### src/rtl/iob_ptfloat_div_ctrl_pkg.sv
// ---------------------------------------------------------------------------
// iob_ptfloat_div_ctrl_pkg : shared widths, state encodings and helpers
// Rev 1.0
// ---------------------------------------------------------------------------
`default_nettype none

package iob_ptfloat_div_ctrl_pkg;

    localparam int EXP_MAX_W = 8;
    localparam int MAN_MAX_W = 24;
    localparam int RES_MAX_W = 24;

    localparam logic [1:0] DIVC_IDLE  = 2'd0;
    localparam logic [1:0] DIVC_START = 2'd1;
    localparam logic [1:0] DIVC_BUSY  = 2'd2;
    localparam logic [1:0] DIVC_RESP  = 2'd3;

    localparam int DIVC_TIMEOUT = 64;

    typedef enum logic [1:0] {
        ST_IDLE  = DIVC_IDLE,
        ST_START = DIVC_START,
        ST_BUSY  = DIVC_BUSY,
        ST_RESP  = DIVC_RESP
    } divc_state_e;

    // Successor of a requester index, wrapping modulo n.
    function automatic int rr_next(input int id, input int n);
        return (id + 1 >= n) ? 0 : id + 1;
    endfunction

endpackage

`default_nettype wire

### src/rtl/iob_rr_arbiter.sv
// ---------------------------------------------------------------------------
// iob_rr_arbiter : combinational round-robin pick, first valid at/after ptr
// Rev 1.0
// ---------------------------------------------------------------------------
`default_nettype none

module iob_rr_arbiter
    import iob_ptfloat_div_ctrl_pkg::*;
#(
    parameter int N    = 4,
    parameter int ID_W = $clog2(N)
) (
    input  logic [N-1:0]    req,
    input  logic [ID_W-1:0] ptr,
    output logic [N-1:0]    grant,
    output logic [ID_W-1:0] grant_idx,
    output logic            any_valid
);

    logic [ID_W-1:0] slot;

    always_comb begin
        grant     = '0;
        grant_idx = '0;
        any_valid = 1'b0;
        slot      = '0;
        for (int k = 0; k < N; k++) begin
            slot = ID_W'((int'(ptr) + k) % N);
            if (!any_valid && req[slot]) begin
                grant[slot] = 1'b1;
                grant_idx   = slot;
                any_valid   = 1'b1;
            end
        end
    end

endmodule

`default_nettype wire

### src/rtl/iob_ptfloat_div_ctrl.sv
// ---------------------------------------------------------------------------
// iob_ptfloat_div_ctrl : shares one iterative pt-float divider among N_REQ
// requesters with round-robin arbitration, zero-divisor bypass and timeout.
// Rev 1.0
// ---------------------------------------------------------------------------
`default_nettype none

module iob_ptfloat_div_ctrl
    import iob_ptfloat_div_ctrl_pkg::*;
#(
    parameter int N_REQ   = 4,
    parameter int TIMEOUT = DIVC_TIMEOUT,
    parameter int ID_W    = $clog2(N_REQ)
) (
    input  logic                         clk_i,
    input  logic                         arst_n_i,
    input  logic                         cke_i,

    input  logic [N_REQ-1:0]             req_valid_i,
    output logic [N_REQ-1:0]             req_ready_o,
    input  logic [N_REQ*EXP_MAX_W-1:0]   req_exp_a_i,
    input  logic [N_REQ*EXP_MAX_W-1:0]   req_exp_b_i,
    input  logic [N_REQ*MAN_MAX_W-1:0]   req_man_a_i,
    input  logic [N_REQ*MAN_MAX_W-1:0]   req_man_b_i,

    output logic [N_REQ-1:0]             rsp_valid_o,
    input  logic [N_REQ-1:0]             rsp_ready_i,
    output logic [EXP_MAX_W+1:0]         rsp_exp_o,
    output logic [RES_MAX_W-1:0]         rsp_man_o,
    output logic                         rsp_dbz_o,
    output logic                         rsp_tmo_o,

    output logic                         div_start_o,
    input  logic                         div_done_i,
    output logic [EXP_MAX_W-1:0]         div_exp_a_o,
    output logic [EXP_MAX_W-1:0]         div_exp_b_o,
    output logic [MAN_MAX_W-1:0]         div_man_a_o,
    output logic [MAN_MAX_W-1:0]         div_man_b_o,
    input  logic [EXP_MAX_W+1:0]         div_exp_i,
    input  logic [RES_MAX_W-1:0]         div_man_i,

    output logic                         busy_o,
    output logic [ID_W-1:0]              grant_id_o
);

    localparam int CNT_W = $clog2(TIMEOUT);

    divc_state_e      state;
    logic [ID_W-1:0]  rr_ptr;
    logic [CNT_W-1:0] tmo_cnt;

    logic [N_REQ-1:0] arb_grant;
    logic [ID_W-1:0]  arb_idx;
    logic             arb_any;

    logic [EXP_MAX_W-1:0] exp_a_arr [N_REQ];
    logic [EXP_MAX_W-1:0] exp_b_arr [N_REQ];
    logic [MAN_MAX_W-1:0] man_a_arr [N_REQ];
    logic [MAN_MAX_W-1:0] man_b_arr [N_REQ];

    for (genvar g = 0; g < N_REQ; g++) begin : g_unpack
        assign exp_a_arr[g] = req_exp_a_i[g*EXP_MAX_W +: EXP_MAX_W];
        assign exp_b_arr[g] = req_exp_b_i[g*EXP_MAX_W +: EXP_MAX_W];
        assign man_a_arr[g] = req_man_a_i[g*MAN_MAX_W +: MAN_MAX_W];
        assign man_b_arr[g] = req_man_b_i[g*MAN_MAX_W +: MAN_MAX_W];
    end

    iob_rr_arbiter #(
        .N    (N_REQ),
        .ID_W (ID_W)
    ) u_arb (
        .req       (req_valid_i),
        .ptr       (rr_ptr),
        .grant     (arb_grant),
        .grant_idx (arb_idx),
        .any_valid (arb_any)
    );

    // Gated by cke_i so a frozen controller never signals an accept it will not take.
    assign req_ready_o = (state == ST_IDLE && cke_i) ? arb_grant : '0;

    always_ff @(posedge clk_i or negedge arst_n_i) begin
        if (!arst_n_i) begin
            state       <= ST_IDLE;
            rr_ptr      <= '0;
            tmo_cnt     <= '0;
            grant_id_o  <= '0;
            busy_o      <= 1'b0;
            div_start_o <= 1'b0;
            div_exp_a_o <= '0;
            div_exp_b_o <= '0;
            div_man_a_o <= '0;
            div_man_b_o <= '0;
            rsp_valid_o <= '0;
            rsp_exp_o   <= '0;
            rsp_man_o   <= '0;
            rsp_dbz_o   <= 1'b0;
            rsp_tmo_o   <= 1'b0;
        end else if (cke_i) begin
            div_start_o <= 1'b0;
            case (state)
                ST_IDLE: begin
                    if (arb_any) begin
                        grant_id_o  <= arb_idx;
                        busy_o      <= 1'b1;
                        div_exp_a_o <= exp_a_arr[arb_idx];
                        div_exp_b_o <= exp_b_arr[arb_idx];
                        div_man_a_o <= man_a_arr[arb_idx];
                        div_man_b_o <= man_b_arr[arb_idx];
                        if (man_b_arr[arb_idx] == '0) begin
                            rsp_dbz_o   <= 1'b1;
                            rsp_tmo_o   <= 1'b0;
                            rsp_exp_o   <= '0;
                            rsp_man_o   <= '0;
                            rsp_valid_o <= arb_grant;
                            state       <= ST_RESP;
                        end else begin
                            div_start_o <= 1'b1;
                            state       <= ST_START;
                        end
                    end
                end
                ST_START: begin
                    tmo_cnt <= '0;
                    state   <= ST_BUSY;
                end
                ST_BUSY: begin
                    // done is tested first so it wins over a coincident timeout
                    if (div_done_i) begin
                        rsp_exp_o   <= div_exp_i;
                        rsp_man_o   <= div_man_i;
                        rsp_dbz_o   <= 1'b0;
                        rsp_tmo_o   <= 1'b0;
                        rsp_valid_o <= N_REQ'(1) << grant_id_o;
                        state       <= ST_RESP;
                    end else if (tmo_cnt == CNT_W'(TIMEOUT - 1)) begin
                        rsp_exp_o   <= '0;
                        rsp_man_o   <= '0;
                        rsp_dbz_o   <= 1'b0;
                        rsp_tmo_o   <= 1'b1;
                        rsp_valid_o <= N_REQ'(1) << grant_id_o;
                        state       <= ST_RESP;
                    end else begin
                        tmo_cnt <= tmo_cnt + CNT_W'(1);
                    end
                end
                ST_RESP: begin
                    if (rsp_ready_i[grant_id_o]) begin
                        rsp_valid_o <= '0;
                        rr_ptr      <= ID_W'(rr_next(int'(grant_id_o), N_REQ));
                        busy_o      <= 1'b0;
                        state       <= ST_IDLE;
                    end
                end
                default: state <= ST_IDLE;
            endcase
        end
    end

endmodule

`default_nettype wire

### config.mk
export PLATFORM = sky130hd
export DESIGN_NAME = iob_ptfloat_div_ctrl
export DESIGN_NICKNAME = d
export VERILOG_FILES = /design/src/rtl/iob_ptfloat_div_ctrl_pkg.sv /design/src/rtl/iob_rr_arbiter.sv /design/src/rtl/iob_ptfloat_div_ctrl.sv
export SDC_FILE = /design/constraint.sdc
export NUM_CORES = 1
export LEC_CHECK = 0
export ABC_AREA = 1
export CORE_AREA = 2 2 163 165
export CTS_BUF_LIST = sky130_fd_sc_hd__clkbuf_8
export CTS_CLUSTER_DIAMETER = 80
export DETAILED_ROUTE_END_ITERATION = 10
export DIE_AREA = 0 0 165 167
export PLACE_DENSITY = 0.67
export SLEW_MARGIN = 10
export SYNTH_ARGS = -nofsm -noshare
export SYNTH_HDL_FRONTEND = slang
export SYNTH_SLANG_ARGS = --single-unit
### constraint.sdc
create_clock -name clk_i -period 2.62 [get_ports clk_i]
set_input_delay 0.262 -clock clk_i [delete_from_list [all_inputs] [get_ports clk_i]]
set_output_delay 0.262 -clock clk_i [all_outputs]
set_load 0.01 [all_outputs]
== After elaboration in Yosys (flattened, before gate mapping) ==
Cells that the tools add are included.
W data, S select, Z words.

* Word-level logic and storage cells: 155
* Input bits: 302
* Register bits: 118

* Bitwise logic cells: 4
* Multiplexer cells: 85
* Add/subtract/negate cells: 5
* Equality and inequality tests: 10
* Shifts and indexed selects: 1
* Reduce and logical (&&, ||, !) cells: 24
* $lt $le $gt $ge: 11

{| class="wikitable"
|+ Operators with widths
! kind !! number
|-
| $mux W24 || 8
|-
| $bmux W24 S2 || 2
|-
| $pmux W24 S2 || 1
|-
| $mux W10 || 4
|-
| $mux W4 || 10
|-
| $bmux W8 S2 || 2
|-
| $mux W8 || 4
|-
| $mux W1 || 26
|-
| $logic_not A24 Y1 || 1
|-
| $mux W2 || 10
|-
| $pmux W10 S2 || 1
|-
| $lt A2 B3 Y1 const B || 5
|-
| $mux W6 || 2
|-
| $or A4 B4 Y4 || 3
|-
| $pmux W4 S3 || 1
|-
| $pmux W6 S2 || 1
|-
| $reduce_and A4 Y1 || 3
|-
| $bmux W1 S2 || 5
|-
| $demux W1 S2 || 4
|-
| $ge A2 B1 Y1 const B || 4
|-
| $logic_and A1 B1 Y1 || 8
|-
| $ne A2 B2 Y1 const B || 4
|-
| $pmux W2 S4 || 1
|-
| $add A6 B1 Y6 const B || 1
|-
| 19 further kinds || 29
|}

== Logic depth before layout (Yosys ltp) ==
Gate-level depths: netlist of run 1.

* Word-level depth: 20
* Gate-level depth with buffers: 23

== By module ==
A second synthesis of run 1 with hierarchy kept.

* Cell total of the unflattened synthesis: 1121
* Area total of the unflattened synthesis: 7422.1 µm²

{| class="wikitable"
|+ By module, submodules not included
! module !! cells an instance !! area an instance (µm²) !! seq. area each (µm²) !! times used
|-
| iob_ptfloat_div_ctrl || 1047 || 6981.7 || 2952.8 || 1
|-
| iob_rr_arbiter || 74 || 440.4 || 0.0 || 1
|}

== Least setup slack after synthesis of run 1 ==
No wires, ideal clock.

* Kind: register -> register
* From: register rr_ptr[1]
* To: register rsp_exp_o[0]
* Path slack: -0.149 ns
* Arrival time: 2.652 ns
* Cell stages (with the launch flop): 22
* Library setup time: 0.117 ns
* Clock period less this slack: 2.769 ns
* Cell sequence: dfrtp_1 -> inv_1 -> ha_1 -> inv_1 -> nand3_1 -> nand2_1 -> a21oi_1 -> nand2_1 -> nand2_2 -> buf_4 -> nand3_1 -> nand3_1 -> nand2_1 -> nor2_1 -> nand2_1 -> nor2_1 -> nand3_2 -> nand2_4 -> nand2_4 -> buf_6 -> nand2_1 -> nand2_1

* Word-level cells in the longest chain between the ends: 19
* Elaborated cells on any way between the ends: 33
* Those cells by class: 3 x add/sub; 2 x eq/ne; 19 x mux; 1 x bitwise; 8 x reduce/logical

{| class="wikitable"
|+ Ends and longest elaborated chain
! element !! RTL line !! RTL
|-
| start, declared || iob_ptfloat_div_ctrl.sv:49 || <nowiki>logic [ID_W-1:0] rr_ptr;</nowiki>
|-
| start signal, assigned || iob_ptfloat_div_ctrl.sv:150 || <nowiki>rr_ptr <= ID_W'(rr_next(int'(grant_id_o), N_REQ));</nowiki>
|-
| branches (longest 18 deep; another with $add A2 B1 Y2) || n/a ||
|-
| $reduce_and A5 Y1 (no source line) * || n/a ||
|-
| end signal, assigned || iob_ptfloat_div_ctrl.sv:130 || <nowiki>rsp_exp_o <= div_exp_i;</nowiki>
|-
| end, declared || iob_ptfloat_div_ctrl.sv:28 || <nowiki>output logic [EXP_MAX_W+1:0] rsp_exp_o,</nowiki>
|}

Every way passes the cells marked *. The select of a mux whose other input is x is not followed.
A chain may end at the register's enable or synchronous reset.

== Worst setup path after layout of run 1 ==
* From: register rr_ptr[0]
* To: register rsp_man_o[13]

* Word-level cells in the longest chain between the ends: 19
* Elaborated cells on any way between the ends: 33
* Those cells by class: 3 x add/sub; 2 x eq/ne; 19 x mux; 1 x bitwise; 8 x reduce/logical

{| class="wikitable"
|+ Ends and longest elaborated chain
! element !! RTL line !! RTL
|-
| branches (longest 18 deep; another with $add A2 B1 Y2) || n/a ||
|-
| $reduce_and A5 Y1 (no source line) * || n/a ||
|-
| end signal, assigned || iob_ptfloat_div_ctrl.sv:131 || <nowiki>rsp_man_o <= div_man_i;</nowiki>
|-
| end, declared || iob_ptfloat_div_ctrl.sv:29 || <nowiki>output logic [RES_MAX_W-1:0] rsp_man_o,</nowiki>
|}

Marks and branches as above.

==> metrics.md, run 1 <==
| Metric | Value |
|---|---|
| Pre-antenna DRT Iters | 6 |
| Worst hold path type | in2async |
| Filler cell count | 2,396 |
| Layout Cells excl Fill | 1,973 |
| RSZ-0062 raised after global routing | true |
| Worst Skew | 0.0108 ns |
| Mapped cell area | 7870 um2 |
| # clock sinks | 118 |
| Clk pin slew, worst setup/hold paths | 0.09 ns |
| Row count | 59 |
| Slew Viols, Final | 0 |
| Clock share of power | 8.6% |
| Yosys cell types | 40 |
| Fin crit period | 2.96 ns |
| CTS root buf | clkbuf_8 |
| CTS tree | built |
| Worst-Margin Slew | 0.653 ns |
| Final period util | 113% |
| Die area | 27,600 um2 |
| Yosys Warn Count | 0 |
| Post-Syn Instances | 1,138 |
| Maximum vdd drop | 878 uV |
| Fin util | 56.0% |
| Vias in the first global route | 9,339 |
| Fin nets | 1,936 |
| Final Hold Vio Count | 0 |
| Top cell type's share of synthesized area | 37.5% |
| Switching share of power | 47.2% |
| Violation count after the first detailed-route iteration | 722 |
| Avg Cell Area, Syn | 6.92 um2 |
| Power Dens Cells | 1490 nW/um2 |
| # IOs | 414 |
| CTS max path bufs | 2 |
| Input/output buffers | 413 |
| Largest cells by area after synthesis | dfrtp_1 38%, nand2_1 12%, nor2_1 8.1%, nand3_1 7.6%, inv_1 6.5% |
| GR Overflow Total | 0 |
| Total wire length | 34.6 mm |
| Clock buffer count from CTS | 17 |
| Wirelength per Cell | 17.6 um |
| WHS | 0.386 ns |
| Net Sw Power | 10.2 mW |
| Final GP Congestion | 0.847 |
| Vias per Instance | 4.88 |
| CP endpoint kind | flop |
| Post-synth EDFFs | 0 |
| Rel. slew slack | 56.5% |
| Int Power | 11.4 mW |
| PnR worst setup slack | -0.343 ns |
| H-tree levels | 4 |
| Lkg Pwr | 6.73 nW |
| Worst Path Arrival | 3.28 ns |
| Final setup viols | 52 |
| Initial antenna violation count | 5 |
| Core area | 25,800 um2 |
| Synthesized flop and latch total | 118 |
| Gr usage total | 23.4% |
| Die W | 165 um |
| Initial Utilization | 30.6% |
| Post-Place Cells | 1,884 |
| Clock Latency Late Sink | 0.43 ns |
| Seq pwr share | 14.8% |
| DRC | 0 |
| Mapped Nets | 1,454 |
| Antenna Nets Post-Route | 0 |
| Ys flop type | dfrtp_1 |
| Crit Path Class | reg2reg |
| Setup_tns | -12.88 ns |
| Largest net degree at the start of global routing | 66 |
| Sequential element share of the synthesized area | 37.5% |
| Fraction of layout cells with a size suffix above 1 | 17.9% |
| Routed vias | 9,633 |
| # Max-Cap Violations | 0 |
| HPWL Detailed | 24.3 mm |
| Area Growth Syn to Fin | 83.2% |
| Die Height | 167 um |
| Required @ worst endpoint | 2.94 ns |
| CP Max Fanout | 8 |
| Logic pwr share | 76.7% |
| Violated checks | setup timing |
| Ys async rst share | 100% |
| Startpoint types | flop |
| Final Power | 21.5 mW |
| Leading area contributor after synthesis | dfrtp_1 |
| Status | finished, violations left |
| First-pass GRT wire length | 49.7 mm |
| Fmax | 338 MHz |
metrics by stage:
step	area, um2	setup slack [ns]
after floorplan	7950	-0.0218
after global placement	12700	-0.585
after detailed placement	12700	-0.676
after CTS	13900	-0.323
after global routing	14400	-0.527
final	14400	-0.343
kinds of logic (layout without fill, tap and decap cells):
family,after synthesis,after routing,synth area share (%)
buf+inv,209,698,11.2
simple gates,597,603,32.9
compound gates,188,188,14.6
flops,118,118,37.5
fa+ha+maj,14,14,2.22
mux,12,12,1.53
other cells,0,5,0
registers in the layout (all words and copies together) (netlist names), 2 cells and up:
name         flops
div_man_a_o     24
div_man_b_o     24
rsp_man_o       24
rsp_exp_o       10
div_exp_a_o      8
div_exp_b_o      8
tmo_cnt          6
rsp_valid_o      4
grant_id_o       2
rr_ptr           2
state            2
cell usage after synthesis (all sizes together) (3+ instances only):
master,number
a21oi,8
a31oi,36
buf,34
clkbuf,34
dfrtp,118
ha,14
inv,141
mux2i,12
nand2,261
nand3,123
nand3b,25
nand4,3
nor2,170
nor3,6
nor3b,3
o211ai,8
o21a,17
o21ai,87
o21bai,11
o221ai,12
or2,5
power by group through the flow:
stage	combinational (mW)	sequential (mW)	clock, mW
CTS	14.6	3.17	1.88
global route	17.9	3.28	1.97
detailed placement	12.5	3.17	0
global placement	12.4	3.17	0
floorplan	7.07	3.47	0
finish	16.5	3.18	1.85
routing by layer:
| metal | part of all wire (%) | global-route usage, % | routed length (um) | vias to the layer above |
|---|---|---|---|---|
| met2 | 51 | 41.1 | 17800 | 390 |
| met5 | 0 | 0 | 0 | - |
| met1 | 37 | 25.2 | 12800 | 4504 |
| met4 | 3.6 | 11.9 | 1240 | 0 |
| li1 | - | - | - | 4668 |
| met3 | 8.2 | 6.92 | 2840 | 71 |
area by class of cell:
cell class,count,area [um2],share of cell area [%]
well taps,335,419,2.91
flip-flops and latches,118,2950,20.5
diodes,5,12.5,0.0868
clock inverters,13,156,1.08
inverters,141,559,3.88
multi-input cells,817,4710,32.6
repair buffers,525,5350,37.1
clock buffers,19,262,1.81
path summary, 6_finish.rpt:
check                      slack, ns                     start                         end  depth (start not counted)
setup / recovery               -0.34     rr_ptr[0]$_DFFE_PN0P_   rsp_man_o[13]$_DFFE_PN0P_                         22
hold / removal                  0.39                  arst_n_i    rsp_exp_o[8]$_DFFE_PN0P_                          2
setup reg to reg               -0.34     rr_ptr[0]$_DFFE_PN0P_   rsp_man_o[13]$_DFFE_PN0P_                         22
hold reg to reg                 0.48  rsp_man_o[1]$_DFFE_PN0P_    rsp_man_o[1]$_DFFE_PN0P_                          2
max in group asynchronous       1.37                  arst_n_i  div_man_b_o[0]$_DFFE_PN0P_                          3
min in group clk_i              0.45            req_man_a_i[5]  div_man_a_o[5]$_DFFE_PN0P_                          3
critical path: stages (launching register included):
cell      delay (ns)
dfrtp_1         0.41
inv_2           0.11
ha_4            0.23
inv_4           0.09
nand3_1         0.10
nand2_2         0.09
nand3b_4        0.16
nand3_4         0.11
buf_12          0.17
buf_16          0.14
nand2_2         0.07
o21ai_4         0.06
nand2_2         0.06
nand2_1         0.06
nor2_1          0.10
nand2_1         0.12
nor2_4          0.14
nand3_4         0.11
nand2_8         0.15
buf_12          0.16
nand2_4         0.08
nand2_1         0.06
nand2_1         0.05
cells in the final DEF, fill, tap and decap left out, types with 8 or more instances in the layout:
master / synthesis / routed
o221ai_1: 12 / 12
nand2_4: 3 / 9
nor2_2: 0 / 8
nand3_1: 119 / 70
clkdlybuf4s50_1: 0 / 408
buf_6: 6 / 9
a31oi_1: 36 / 36
nand3_2: 4 / 49
nor2_1: 169 / 159
o21a_1: 17 / 17
buf_12: 0 / 17
o21bai_1: 11 / 11
nand2_2: 3 / 43
o211ai_1: 8 / 8
ha_1: 14 / 13
mux2i_1: 12 / 11
clkbuf_8: 0 / 19
o21ai_1: 2 / 18
nand2_1: 255 / 209
o21ai_0: 85 / 65
dfrtp_1: 118 / 118
buf_4: 11 / 77
inv_1: 136 / 135
nand3b_1: 24 / 24
repair_timing:
action	4_1_cts	5_1_grt
endpoints found under the setup margin	78	86
gates cloned	8	7
hold buffers	1	0
setup buffers	24	15
resized for setup	101	110
pin swaps	19	47
endpoints found under the hold margin	62	0
(Power assumes the default switching activity.)
==> inputs of run 2 (changes only) <==
--- a/config.mk
+++ b/config.mk
@@ -6,6 +6,7 @@
 export NUM_CORES = 1
 export LEC_CHECK = 0
 export ABC_AREA = 1
+export CAP_MARGIN = 20
 export CORE_AREA = 2 2 163 165
 export CTS_BUF_LIST = sky130_fd_sc_hd__clkbuf_8
 export CTS_CLUSTER_DIAMETER = 80
==> constraint.sdc (replaced) <==
create_clock -name clk_i -period 2.6 [get_ports clk_i]
set_input_delay 0.26 -clock clk_i [delete_from_list [all_inputs] [get_ports clk_i]]
set_output_delay 0.26 -clock clk_i [all_outputs]
set_load 0.01 [all_outputs]
==> metrics.md, run 2 (synthesis gave the netlist of run 1 again) <==
| Metric | Value |
|---|---|
| Most frequent cells in the layout | 408 x clkdlybuf4s50_1, 207 x nand2_1, 160 x nor2_1 |
| Seq pwr share | 15.7% |
| Final period util | 116% |
| H-tree levels | 4 |
| Status | finished, violations left |
| PnR worst setup slack | -0.406 ns |
| Fin nets | 1,928 |
| Net Sw Power | 9.96 mW |
| Pre-antenna DRT Iters | 7 |
| Final Hold Vio Count | 0 |
| Reg2Reg Depth | 22 |
| Die Height | 167 um |
| Worst-Margin Slew | 0.551 ns |
| CTS max path bufs | 2 |
| Logic pwr share | 76.5% |
| Die W | 165 um |
| CP Max Fanout | 8 |
| Setup_tns | -16.79 ns |
| Crit Path Class | reg2reg |
| Switching share of power | 48.5% |
| Antenna Nets Post-Route | 0 |
| Worst hold path type | in2async |
| Clock Latency Late Sink | 0.44 ns |
| GR Overflow Total | 0 |
| Maximum vdd drop | 804 uV |
| # Max-Cap Violations | 0 |
| Final GP Congestion | 0.842 |
| Vias in the first global route | 9,293 |
| Post-route cell area | 14,200 um2 |
| DRC | 0 |
| # IOs | 414 |
| Clk pin slew, worst setup/hold paths | 0.08 ns |
| Core area | 25,800 um2 |
| # clock sinks | 118 |
| Largest net degree at the start of global routing | 71 |
| Fin crit period | 3.01 ns |
| CP endpoint kind | flop |
| Layout Cells excl Fill | 1,962 |
| Required @ worst endpoint | 2.93 ns |
| Initial Utilization | 30.6% |
| Post-DP Area | 12,800 um2 |
| Worst Skew | 0.0155 ns |
| Final setup viols | 46 |
| Row count | 59 |
| Violated checks | setup timing |
| Clock share of power | 7.8% |
| Biggest registers after layout | div_man_a_o: 24 flops, div_man_b_o: 24 flops, rsp_man_o: 24 flops |
| Area Growth Syn to Fin | 80.2% |
| Wirelength per Cell | 17.6 um |
| Die area | 27,600 um2 |
| RSZ-0062 raised after global routing | true |
| Post-Place Cells | 1,884 |
| Violation count after the first detailed-route iteration | 765 |
| Gr usage total | 22.9% |
| Worst Path Arrival | 3.33 ns |
| HPWL Detailed | 24.4 mm |
| Input/output buffers | 413 |
| Initial antenna violation count | 2 |
| Routed vias | 9,573 |
| Clock buffer count from CTS | 17 |
| Fmax | 333 MHz |
| Power Dens Cells | 1450 nW/um2 |
| Startpoint types | flop |
| Int Power | 10.6 mW |
| Fin util | 55.1% |
| Vias per Instance | 4.88 |
| CTS tree | built |
| Most common cell after layout, fill and taps aside | clkdlybuf4s50_1 |
| Rel. slew slack | 63.0% |
| Slew Viols, Final | 0 |
| CTS root buf | clkbuf_8 |
| Lkg Pwr | 6.61 nW |
| Total wire length | 34.5 mm |
| Fraction of layout cells with a size suffix above 1 | 16.6% |
| First-pass GRT wire length | 49.0 mm |
[run 2: power groups by stage]
stage / Clock, mW / Sequential, mW / Combinational (mW)
2_1_floorplan: 0 / 3.49 / 7.12
3_3_place_gp: 0 / 3.20 / 12.6
3_5_place_dp: 0 / 3.20 / 12.7
4_1_cts: 1.66 / 3.19 / 14.0
5_1_grt: 1.74 / 3.32 / 17.0
6_report: 1.61 / 3.22 / 15.7
[run 2: worst paths after layout]
| kind | from | to | slack [ns] |
|---|---|---|---|
| worst max-delay path | rr_ptr[0]$_DFFE_PN0P_ | rsp_man_o[23]$_DFFE_PN0P_ | -0.41 |
| min in group clk_i | req_man_a_i[7] | div_man_a_o[7]$_DFFE_PN0P_ | 0.43 |
| max in group asynchronous | arst_n_i | div_man_a_o[20]$_DFFE_PN0P_ | 1.46 |
| worst min-delay path | arst_n_i | rsp_man_o[7]$_DFFE_PN0P_ | 0.32 |
| worst min register to register | rsp_man_o[1]$_DFFE_PN0P_ | rsp_man_o[1]$_DFFE_PN0P_ | 0.48 |
| worst max register to register | rr_ptr[0]$_DFFE_PN0P_ | rsp_man_o[23]$_DFFE_PN0P_ | -0.41 |
[run 2: critical path, cell delays in order (launching register included)]
cell and delay, ns:
dfrtp_1 0.38, inv_2 0.07, ha_4 0.31, inv_4 0.06
nand3_2 0.06, nand2_2 0.07, a21oi_2 0.18, buf_4 0.13
nand2_2 0.07, nand2_8 0.14, clkbuf_16 0.17, nand3b_1 0.10
nand3_2 0.08, nand2_1 0.08, nor2_2 0.13, nand2_2 0.07
nor2_4 0.14, nand3_4 0.13, nand2_8 0.17, buf_12 0.16
nand2_8 0.08, nand2_1 0.07, nand2_1 0.05
[run 2: cell type report]
class	instances	area, um2
tap	335	419
clock buffer	17	234
timing repair buffer	518	5320
clock inverter	15	121
inverter	141	539
multi-input combinational	816	4590
fill	2457	11600
sequential	118	2950
antenna	2	5.00
[run 2: per-layer routing]
layer | part of all wire (%) | wire (um) | vias up | global-route usage [%]
met3 | 8.5 | 2930 | 87 | 6.75
met5 | 0 | 0 | - | 0
met4 | 4.1 | 1410 | 0 | 9.57
li1 | - | - | 4649 | -
met2 | 50 | 17300 | 410 | 40.5
met1 | 37 | 12800 | 4427 | 25.3
[run 2: repair_timing]
item / in CTS / in global routing
setup buffers: 15 / 13
gates cloned: 3 / 12
pin swaps: 10 / 33
hold buffers: 1 / 0
resized for setup: 62 / 93
endpoints found under the hold margin: 48 / 0
setup endpoints to repair: 82 / 86
[run 2: metrics by stage]
| stage | total power, mW | setup slack [ns] | hold WS (ns) |
|---|---|---|---|
| 2_1_floorplan | 10.6 | -0.0418 | -0.0356 |
| 3_3_place_gp | 15.8 | -0.623 | 0.236 |
| 3_5_place_dp | 15.9 | -0.716 | 0.241 |
| 4_1_cts | 18.8 | -0.383 | 0.313 |
| 5_1_grt | 22.1 | -0.545 | 0.335 |
| 6_report | 20.5 | -0.406 | 0.322 |
==> inputs of run 3 (changes only) <==
==> constraint.sdc (replaced) <==
create_clock -name clk_i -period 2.6 [get_ports clk_i]
set_input_delay 0.65 -clock clk_i [delete_from_list [all_inputs] [get_ports clk_i]]
set_output_delay 0.65 -clock clk_i [all_outputs]
set_load 0.01 [all_outputs]
==> metrics.md, run 3 (synthesis gave the netlist of run 1 again) <==
| Metric | Value |
|---|---|
| Status | finished, violations left |
| Violated checks | setup timing |
| Initial Utilization | 30.6% |
| Worst Path Arrival | 2.40 ns |
| Final period util | 117% |
| Vias in the first global route | 9,273 |
| Worst-Margin Slew | 0.451 ns |
| Final Hold Vio Count | 0 |
| Startpoint types | flop |
| Antenna Nets Post-Route | 0 |
| Core area | 25,800 um2 |
| Footprint of the multi-input gates | 4380 um2 |
| Maximum vdd drop | 938 uV |
| Final setup viols | 47 |
| Layout Cells excl Fill | 1,956 |
| Filler cell count | 2,461 |
| H-tree levels | 4 |
| Row count | 59 |
| Pre-antenna DRT Iters | 5 |
| CTS max path bufs | 2 |
| Final GP Congestion | 0.892 |
| Post-Place Cells | 1,898 |
| Setup_tns | -15.23 ns |
| CP Max Fanout | 5 |
| Most common cell after layout, fill and taps aside | clkdlybuf4s50_1 |
| Input/output buffers | 413 |
| Power Dens Cells | 1440 nW/um2 |
| Hold-fix buffers at CTS | 0 |
| Lkg Pwr | 6.52 nW |
| Clk pin slew, worst setup/hold paths | 0.09 ns |
| GR Overflow Total | 0 |
| CTS root buf | clkbuf_8 |
| Clock Latency Late Sink | 0.44 ns |
| Initial antenna violation count | 3 |
| DRC | 0 |
| Gr usage total | 22.9% |
| Routed vias | 9,508 |
| # Max-Cap Violations | 0 |
| RSZ-0062 raised after global routing | true |
| Die Height | 167 um |
| Violation count after the first detailed-route iteration | 563 |
| Area Growth Syn to Fin | 76.7% |
| R2R setup slack | -0.39 ns |
| Crit Path Class | reg2out |
| Total wire length | 33.5 mm |
| Fraction of layout cells with a size suffix above 1 | 13.3% |
| PnR worst setup slack | -0.449 ns |
| Worst hold path type | in2async |
| Clock buffer count from CTS | 17 |
| Rel. slew slack | 69.7% |
| CP endpoint kind | primary output |
| Fmax | 328 MHz |
| Largest net degree at the start of global routing | 62 |
| Most frequent cells in the layout | 404 x clkdlybuf4s50_1, 244 x nand2_1, 160 x nor2_1 |
| Biggest registers after layout | div_man_a_o: 24 flops, div_man_b_o: 24 flops, rsp_man_o: 24 flops |
| Fin crit period | 3.05 ns |
| WHS | 0.139 ns |
| Die W | 165 um |
| Vias per Instance | 4.86 |
| Register area | 2950 um2 |
| CTS tree | built |
| Fin nets | 1,921 |
| Slew Viols, Final | 0 |
| Wirelength per Cell | 17.1 um |
| Worst Skew | 0.0145 ns |
| # clock sinks | 118 |
| HPWL Detailed | 24.7 mm |
| # IOs | 414 |
| First-pass GRT wire length | 48.9 mm |
| Required @ worst endpoint | 1.95 ns |
| Setup WS pre-CTS | -1.10 ns |
| Die area | 27,600 um2 |
## run 3: changes by cell type in the layout (fill, tap and decap cells not counted), moves of 7 or more
cell / change
buf_6: -7
nand2_1: +37
nand3_2: -15
nand3_1: +15
nand2_2: -37
## run 3: path summary, 6_finish.rpt
check / cells past startpoint / start / to
worst min-delay path: 1 / arst_n_i / div_man_b_o[9]$_DFFE_PN0P_
worst max-delay path: 12 / rr_ptr[0]$_DFFE_PN0P_ / req_ready_o[3]
min in group clk_i: 2 / rsp_man_o[17]$_DFFE_PN0P_ / rsp_man_o[17]$_DFFE_PN0P_
worst min register to register: 2 / rsp_man_o[17]$_DFFE_PN0P_ / rsp_man_o[17]$_DFFE_PN0P_
max in group asynchronous: 2 / arst_n_i / grant_id_o[0]$_DFFE_PN0P_
worst max register to register: 21 / rr_ptr[0]$_DFFE_PN0P_ / rsp_man_o[16]$_DFFE_PN0P_
## run 3: worst max-delay path, cell delays in order (launching register included)
cell,delay [ns]
dfrtp_1,0.40
inv_2,0.13
ha_4,0.25
inv_6,0.08
nand3_4,0.07
nand2_4,0.10
nand4_1,0.14
buf_4,0.18
inv_2,0.08
a21oi_1,0.09
or2_2,0.27
inv_1,0.06
buf_2,0.12
## run 3: repair_timing
action / CTS / global route
gates resized for setup: 62 / 53
cloned: 1 / 6
pin swaps: 18 / 27
buffers inserted: 8 / 9
endpoints found under the setup margin: 68 / 81
## run 3: metrics by stage
stage / area (um2) / utilization [%] / power [mW]
2_1_floorplan: 7950 / - / 10.6
3_3_place_gp: 12900 / 50.0 / 16.1
3_5_place_dp: 12900 / 50.0 / 16.2
4_1_cts: 13500 / 52.4 / 18.6
5_1_grt: 13900 / 54.0 / 21.6
6_report: 13900 / 54.0 / 20.0
## run 3: power breakdown
part / internal [mW] / switching [mW]
registers: 2.67 / 0.517
logic: 7.03 / 8.09
clock network: 0.790 / 0.903
total: 10.5 / 9.51
## run 3: layout make-up
cell class	instances	area share [%]
tap	335	3.01
clock inverter	14	0.917
sequential	118	21.2
timing repair buffer	514	37.7
clock buffer	18	1.78
antenna	3	0.0540
multi-input combinational	813	31.5
inverter	141	3.89
## run 3: layer usage
layer / vias to the layer above / track usage (%) / wire length, um
met1: 4419 / 25.6 / 12700
met3: 54 / 6.28 / 2770
met4: 0 / 8.58 / 971
met2: 405 / 40.9 / 17000
met5: - / 0 / 0
li1: 4630 / - / -
